$ cat src/rtl/inst_prefetch.sv
// Instruction prefetcher: one outstanding read at a time into a small {inst, pc} FIFO,
// with redirect flush/refetch. Optional counters enabled by defining IPF_PERF_CNT_EN.
module inst_prefetch #(
    parameter int          DEPTH    = 4,
    parameter logic [31:0] RESET_PC = 32'h0000_0000
) (
    input  logic        clk,
    input  logic        reset_s,
    output logic        mem_req,
    output logic [31:0] mem_addr,
    input  logic        mem_gnt,
    input  logic        mem_rvalid,
    input  logic [31:0] mem_rdata,
    output logic        out_valid,
    input  logic        out_ready,
    output logic [31:0] out_inst,
    output logic [31:0] out_pc,
    input  logic        redirect_valid,
    input  logic [31:0] redirect_pc
`ifdef IPF_PERF_CNT_EN
    ,
    output logic [15:0] flush_cnt,
    output logic [15:0] empty_cnt
`endif
);

    localparam int AW = (DEPTH > 1) ? $clog2(DEPTH) : 1;
    localparam logic [AW:0] DEPTH_CNT = (AW + 1)'(DEPTH);

    localparam logic [1:0] ST_IDLE = 2'd0;
    localparam logic [1:0] ST_WAIT = 2'd1;
    localparam logic [1:0] ST_DROP = 2'd2;

    logic [1:0]    state_reg, state_next;
    logic [31:0]   fetch_pc_reg, fetch_pc_next;
    logic [31:0]   req_addr_reg;
    logic [AW-1:0] wr_ptr_reg, rd_ptr_reg;
    logic [AW:0]   count_reg;
    logic [31:0]   inst_mem [DEPTH];
    logic [31:0]   pc_mem   [DEPTH];
    logic          grant, push, pop;

    // A request is only issued when its response is certain to fit in the FIFO.
    assign mem_req  = (state_reg == ST_IDLE) && (count_reg < DEPTH_CNT) && !redirect_valid;
    assign mem_addr = fetch_pc_reg;
    assign grant    = mem_req && mem_gnt;
    assign push     = (state_reg == ST_WAIT) && mem_rvalid && !redirect_valid;
    assign pop      = out_valid && out_ready && !redirect_valid;

    assign out_valid = (count_reg != '0);
    assign out_inst  = out_valid ? inst_mem[rd_ptr_reg] : '0;
    assign out_pc    = out_valid ? pc_mem[rd_ptr_reg]   : '0;

    always_comb begin
        state_next = state_reg;
        case (state_reg)
            ST_IDLE: if (grant) state_next = ST_WAIT;
            ST_WAIT: begin
                if (mem_rvalid)          state_next = ST_IDLE;
                else if (redirect_valid) state_next = ST_DROP;
            end
            ST_DROP: if (mem_rvalid) state_next = ST_IDLE;
            default: state_next = ST_IDLE;
        endcase
    end

    always_comb begin
        fetch_pc_next = fetch_pc_reg;
        if (redirect_valid)
            fetch_pc_next = {redirect_pc[31:2], 2'b00};
        else if (grant)
            fetch_pc_next = fetch_pc_reg + 32'd4;
    end

    always_ff @(posedge clk or negedge reset_s) begin
        if (!reset_s) begin
            state_reg    <= ST_IDLE;
            fetch_pc_reg <= RESET_PC;
            req_addr_reg <= '0;
            wr_ptr_reg   <= '0;
            rd_ptr_reg   <= '0;
            count_reg    <= '0;
        end else begin
            state_reg    <= state_next;
            fetch_pc_reg <= fetch_pc_next;
            if (grant)
                req_addr_reg <= fetch_pc_reg;
            if (redirect_valid) begin
                wr_ptr_reg <= '0;
                rd_ptr_reg <= '0;
                count_reg  <= '0;
            end else begin
                if (push) wr_ptr_reg <= wr_ptr_reg + 1'b1;
                if (pop)  rd_ptr_reg <= rd_ptr_reg + 1'b1;
                count_reg <= count_reg + {{AW{1'b0}}, push} - {{AW{1'b0}}, pop};
            end
        end
    end

    // Storage has no reset; the outputs are masked while the FIFO is empty.
    always_ff @(posedge clk) begin
        if (push) begin
            inst_mem[wr_ptr_reg] <= mem_rdata;
            pc_mem[wr_ptr_reg]   <= req_addr_reg;
        end
    end

`ifdef IPF_PERF_CNT_EN
    logic        seen_push_reg;
    logic [15:0] flush_cnt_reg, empty_cnt_reg;

    always_ff @(posedge clk or negedge reset_s) begin
        if (!reset_s) begin
            seen_push_reg <= 1'b0;
            flush_cnt_reg <= '0;
            empty_cnt_reg <= '0;
        end else begin
            if (push)
                seen_push_reg <= 1'b1;
            if (redirect_valid && (flush_cnt_reg != 16'hFFFF))
                flush_cnt_reg <= flush_cnt_reg + 16'd1;
            if (seen_push_reg && !out_valid && (empty_cnt_reg != 16'hFFFF))
                empty_cnt_reg <= empty_cnt_reg + 16'd1;
        end
    end

    assign flush_cnt = flush_cnt_reg;
    assign empty_cnt = empty_cnt_reg;
`endif

endmodule

$ cat config.mk
export PLATFORM = sky130hd
export DESIGN_NAME = inst_prefetch
export DESIGN_NICKNAME = d
export VERILOG_FILES = /design/src/rtl/inst_prefetch.sv
export SDC_FILE = /design/constraint.sdc
export NUM_CORES = 1
export LEC_CHECK = 0
export BUFFER_PORTS_ARGS = -buffer_cell sky130_fd_sc_hd__buf_2
export CAP_MARGIN = 5
export CELL_PAD_IN_SITES_DETAIL_PLACEMENT = 0
export CELL_PAD_IN_SITES_GLOBAL_PLACEMENT = 1
export CORE_MARGIN = 5
export CORE_UTILIZATION = 30
export DETAILED_ROUTE_END_ITERATION = 10
export PLACE_DENSITY = 0.61
export SLEW_MARGIN = 20
export SYNTH_ARGS = -nofsm -noshare
export SYNTH_HDL_FRONTEND = slang
export SYNTH_SLANG_ARGS = --single-unit
$ cat constraint.sdc
create_clock -name clk -period 4.3 [get_ports clk]
set_clock_uncertainty 0.15 [all_clocks]
set_input_delay 0.43 -clock clk [delete_from_list [all_inputs] [get_ports clk]]
set_output_delay 0.43 -clock clk [all_outputs]
set_load 0.05 [all_outputs]
==> flow_summary.json, run 1 <==
{
  "worstSetupPathType": "flip-flop to primary output",
  "power_switching_mw": 3.42,
  "dp_hpwl_um": 18900,
  "grt_max_degree": 70,
  "power.share.sequential_pct": 41.7,
  "syn2layout_area_growth_pct": 24.9,
  "core_area_sq_um": 42000,
  "cts_resized": 0,
  "nFillCells": 3984,
  "rsz0062_at_grt": "false",
  "cp.required_ns": 3.72,
  "die_w_um": 217,
  "cp_num_buf_inv": 2,
  "overflow": 0,
  "irDropWorstVdd_v": 0.000229,
  "start_util_pct": 30.5,
  "grtUsageTotal_pct": 13.4,
  "period_minus_slack_ns": 3.33,
  "synthTopCellsByArea": "edfxtp_1 (58%), dfrtp_1 (13%), mux4_2 (11%)",
  "endpoint_kind": "primary output",
  "cts_buffers": 36,
  "synth_edf_count": 248,
  "cp.arrival_ns": 2.75,
  "run_status": "finished, final reports clean",
  "drt_iter0_markers": 470,
  "final_nets": 1095,
  "clock-sinks": 317,
  "wl_per_cell_um": 19.8,
  "rows": 75,
  "worstPathMaxFanout": 32,
  "yosys.cell_types.count": 48,
  "largest_reg_flops": 128,
  "synth_cells": 787,
  "dr.pass1.iters": 4,
  "io_pins": 168,
  "place_congestion": 0.773,
  "slowest_stage": "dfrtp_4",
  "grt_pass1_wl_um": 48300,
  "setup_viol": 0,
  "powerDensity_nw_per_um2": 604,
  "grt_antenna_before_repair": 1,
  "tns_ns": 0,
  "ys_warn_count": 0,
  "htreeDepth": 2,
  "hold_path_class": "input pin to flip-flop",
  "synth-seq-cells": 317,
  "synth_area_sq_um": 12800,
  "drive_above_1_share_pct": 28.6,
  "leakage_nw": 5.89,
  "crit_chain": "buf_4, mux4_2, and2_1, buf_2",
  "seq_area_frac_synth_pct": 71.7,
  "portBuffers": 161,
  "max_slew.worst_pin.slew_ns": 1.07,
  "async_flop_share_pct": 21.8,
  "p_clk_share_pct": 30.8,
  "swShare_pct": 35.4,
  "largestRegisters": "inst_mem (128), pc_mem (120)",
  "final_cell_count_no_fill": 1580,
  "grt_pass1_vias": 7913,
  "clkTransAtPathRegs_ns": 0.06,
  "vias_per_cell": 4.72,
  "die_h_um": 217,
  "relSlewSlack_pct": 28.4,
  "root_buffer": "clkbuf_16",
  "cts_tree": "yes",
  "internal_power_mw": 6.23,
  "dr_total_vias": 7452,
  "postRouteAntennaNets": 0,
  "fin_crit_sh_pct": 77.4,
  "die_area_sq_um": 46900,
  "critPathLaunchType": "flip-flop",
  "whs_ns": 0.0318,
  "comb_power_share_pct": 27.4,
  "hold_viol_final": 0,
  "clock.fmax_mhz": 300,
  "clk_latency_ns": 0.54,
  "slowest_delay_ns": 0.86,
  "avgSynthCellArea_sq_um": 16.3,
  "synth_top_area_share_pct": 58.2,
  "diodes": 0,
  "ys_dominant_reg_cell": "edfxtp_1",
  "numPlacedInstances": 1458,
  "drv_slew": 0,
  "drt_wl_total_um": 31400,
  "max_cap_viol_count": 0,
  "p_total_mw": 9.65,
  "regMostFlops": "inst_mem",
  "drt_drc_violations_left": 0,
  "clk_path_buf_depth": 3,
  "path_delay_family": "flip-flops",
  "yosys.area.top_type": "edfxtp_1"
}
==> layer usage <==
layer | share of wire [%] | global-route usage [%] | up-vias
li1 | - | - | 3459
met2 | 46 | 21.0 | 210
met5 | 0 | 0 | -
met4 | 2.1 | 3.35 | 0
met1 | 46 | 18.7 | 3742
met3 | 5.7 | 3.47 | 41
==> cells by family after synthesis <==
family,count (synthesis),share of synthesized area [%]
AOI/OAI and AO/OA,67,3.66
xor gates and xnor gates,6,0.411
muxes,65,11.2
buffers and inverters,52,1.83
adders and majority gates,8,0.840
other,1,0.0293
DFF,317,71.7
and+or+nand+nor,271,10.4
==> layout by cell type (no fill, tap or decap), drive strengths merged, types with 4 or more instances in the layout <==
cell and count:
clkinv 12, o21ai 15, mux4 62, nor4 5, clkbuf 47, nor2 20, a21oi 9, nand4 7
conb 4, nand2 128, edfxtp 248, dlygate4sd3 58, nand3 20, dfrtp 69, buf 174, o311ai 17
o211ai 14, ha 7, nor3 4, inv 9, or3 6, and2 70
==> repair_timing <==
item,4_1_cts,5_1_grt
hold buffers,58,0
endpoints found under the hold margin,223,0
setup buffers,0,0
==> Yosys cell counts (2+ instances only) <==
master,number
edfxtp_1,248
nand2_1,128
and2_1,70
dfrtp_1,69
mux4_2,62
clkbuf_1,24
nand3_1,19
nor2_1,19
o311ai_1,16
o211ai_1,14
buf_2,10
a21oi_1,9
inv_1,9
o21ai_1,8
ha_1,7
o21ai_0,7
nand4_1,6
buf_4,5
or3_1,5
nor3_1,4
nor4_1,4
a221o_1,3
a22oi_1,3
a31oi_1,3
buf_1,3
nor2b_1,3
or4_1,3
xnor2_1,3
xor2_1,3
mux2i_1,2
==> power groups by stage <==
stage | Sequential, mW | Combinational (mW) | Clock (mW)
2_1_floorplan | 4.02 | 1.92 | 0
3_3_place_gp | 4.08 | 2.65 | 0
3_5_place_dp | 4.10 | 2.66 | 0
4_1_cts | 4.04 | 2.71 | 3.09
5_1_grt | 4.08 | 2.85 | 3.22
6_report | 4.03 | 2.65 | 2.97
==> through the flow <==
| stage | utilization (%) | instance area [sq um] | setup slack, ns |
|---|---|---|---|
| 2_1_floorplan | - | 12800 | 1.38 |
| 3_3_place_gp | 33.8 | 14200 | 1.44 |
| 3_5_place_dp | 33.8 | 14200 | 1.43 |
| 4_1_cts | 37.9 | 15900 | 0.835 |
| 5_1_grt | 38.0 | 16000 | 0.733 |
| 6_report | 38.0 | 16000 | 0.972 |
==> layout make-up <==
type                    instances  area (sq um)  share of cell area [%]
clock buffers                  47           962                    6.02
inverters                       9          33.8                   0.211
flip-flops and latches        317          9180                    57.4
clock inverters                15           180                    1.13
multi-input cells             421          3420                    21.4
well taps                     539           674                    4.22
repair buffers                232          1530                    9.58
==> worst reg2reg max path, delay by kind of cell (launching register included) <==
| kind | cells | cell delay [ns] |
|---|---|---|
| simple gates | 4 | 1.35 |
| buf+inv | 1 | 0.40 |
| flops | 1 | 0.39 |
==> worst paths after layout <==
check                               start       endpoint  slack [ns]  cells past startpoint
max                         rd_ptr_reg[0]   out_inst[13]        0.97                      4
min                        redirect_pc[3]    mem_addr[3]        0.03                      3
max reg2reg                  state_reg[0]   pc_mem[3][2]        1.70                      5
min reg2reg                  state_reg[1]   state_reg[0]        0.35                      1
max in group asynchronous         reset_s  rd_ptr_reg[0]        2.86                      2
min in group asynchronous         reset_s   mem_addr[17]        0.42                      2
No activity file was read; power rests on OpenSTA's default activity.
==> run 2: changes to the inputs <==
- PLACE_DENSITY: 0.61 -> 0.63
- clock period: 4.3 -> 3 ns (I/O delays scaled with it)
==> flow_summary.json, run 2 (same netlist as run 1, synthesis figures left out) <==
{
  "run_status": "finished, final reports clean",
  "clock.fmax_mhz": 352,
  "grt_max_degree": 65,
  "cts_buffers": 36,
  "core_area_sq_um": 42000,
  "endpoint_kind": "primary output",
  "dr.pass1.iters": 5,
  "diodes": 0,
  "grtUsageTotal_pct": 13.2,
  "critPathLaunchType": "flip-flop",
  "drive_above_1_share_pct": 30.0,
  "slowest_delay_ns": 0.59,
  "die_h_um": 217,
  "powerDensity_nw_per_um2": 851,
  "fin_crit_sh_pct": 94.8,
  "cp.arrival_ns": 2.39,
  "rows": 75,
  "setup_viol": 0,
  "hold_viol_final": 0,
  "postRouteAntennaNets": 0,
  "start_util_pct": 30.5,
  "regMostFlops": "inst_mem",
  "rsz0062_at_grt": "false",
  "grt_antenna_before_repair": 0,
  "clk_path_buf_depth": 3,
  "final_common_cell": "edfxtp_1",
  "leakage_nw": 6.04,
  "clkTransAtPathRegs_ns": 0.06,
  "worstSetupPathType": "flip-flop to primary output",
  "dr_total_vias": 7622,
  "overflow": 0,
  "cts_tree": "yes",
  "portBuffers": 161,
  "wl_per_cell_um": 19.3,
  "whs_ns": 0.156,
  "nFillCells": 3962,
  "period_minus_slack_ns": 2.84,
  "clock-sinks": 317,
  "io_pins": 168,
  "largest_reg_flops": 128,
  "final_nets": 1120,
  "relSlewSlack_pct": 36.7,
  "clk_latency_ns": 0.51,
  "largestRegisters": "inst_mem (128), pc_mem (120)",
  "max_cap_viol_count": 0,
  "final-seq-area_sq_um": 9180,
  "syn2layout_area_growth_pct": 27.2,
  "root_buffer": "clkbuf_16",
  "worstPathMaxFanout": 34,
  "multi_input_area_sq_um": 3420,
  "hold_path_class": "input pin to flip-flop",
  "die_w_um": 217,
  "crit_chain": "buf_12, mux4_2, and2_1, buf_2",
  "cp.required_ns": 2.55,
  "drt_wl_total_um": 31100,
  "tns_ns": 0,
  "die_area_sq_um": 46900,
  "final_area_sq_um": 16300,
  "irDropWorstVdd_v": 0.000529,
  "grt_pass1_vias": 8004,
  "drv_slew": 0,
  "grt_pass1_wl_um": 48600,
  "place_area_sq_um": 14500,
  "max_slew.worst_pin.slew_ns": 0.946,
  "slowest_stage": "dfrtp_4",
  "place_congestion": 0.760,
  "final_cell_mix": "edfxtp_1 (248), buf_2 (160), nand2_1 (128)",
  "drt_drc_violations_left": 0,
  "htreeDepth": 2,
  "vias_per_cell": 4.74,
  "dp_hpwl_um": 20300,
  "drt_iter0_markers": 559
}
[run 2: cell count changes in the layout (fill, tap and decap cells not counted), sizes merged]
cell,previous run,this run
buf,174,191
dlygate4sd3,58,66
clkinvlp,0,2
bufinv,3,2
clkbuf,47,48
inv,9,10
[run 2: final cells by class]
cell class | count | share of cell area (%)
Sequential cell | 317 | 56.4
Multi-Input combinational cell | 421 | 21.0
Timing Repair Buffer | 257 | 11.1
Clock buffer | 48 | 6.25
Tap cell | 539 | 4.14
Clock inverter | 17 | 0.937
Inverter | 9 | 0.207
[run 2: routing by layer]
| layer | wire, um | part of all wire (%) | GRT usage [%] |
|---|---|---|---|
| met1 | 14300 | 46 | 18.6 |
| met2 | 14400 | 46 | 21.3 |
| met3 | 1790 | 5.8 | 2.78 |
| met4 | 535 | 1.7 | 2.80 |
| met5 | 0 | 0 | 0 |
[run 2: final timing paths]
check | from | endpoint | slack, ns | cells past startpoint
worst max-delay path | rd_ptr_reg[0] | out_inst[18] | 0.16 | 4
min in group asynchronous | reset_s | mem_addr[13] | 0.24 | 2
worst max register to register | state_reg[0] | count_reg[2] | 0.57 | 11
worst min register to register | state_reg[1] | state_reg[0] | 0.34 | 1
worst min-delay path | mem_gnt | state_reg[0] | 0.16 | 4
max in group asynchronous | reset_s | req_addr_reg[3] | 1.79 | 3
[run 2: per-stage QoR]
stage | util, % | total power [mW] | std cells | worst slack [ns]
2_1_floorplan | - | 8.52 | 790 | 0.0769
3_3_place_gp | 34.4 | 9.68 | 1477 | 0.552
3_5_place_dp | 34.4 | 9.72 | 1477 | 0.553
4_1_cts | 38.7 | 14.1 | 1608 | 0.0649
5_1_grt | 38.7 | 14.6 | 1608 | 0.0102
6_report | 38.7 | 13.9 | 1608 | 0.156
[run 2: where the power goes]
part	switching (mW)	internal [mW]	leakage, nW
sequential	0.411	5.25	3.11
clock	1.70	2.57	0.570
combinational	2.74	1.20	2.36
total	4.85	9.02	6.04
[run 2: worst max-delay path: cells and delay by family, from the launching register on]
| family | cells | cell delay (ns) |
|---|---|---|
| and+or+nand+nor | 1 | 0.19 |
| muxes | 1 | 0.55 |
| buffers and inverters | 2 | 0.53 |
| DFF | 1 | 0.59 |
[run 2: timing repair]
| action | 4_1_cts | 5_1_grt |
|---|---|---|
| hold buffers | 66 | 0 |
| hold endpoints to repair | 214 | 0 |
| resized for setup | 0 | 0 |
| setup buffers | 0 | 0 |
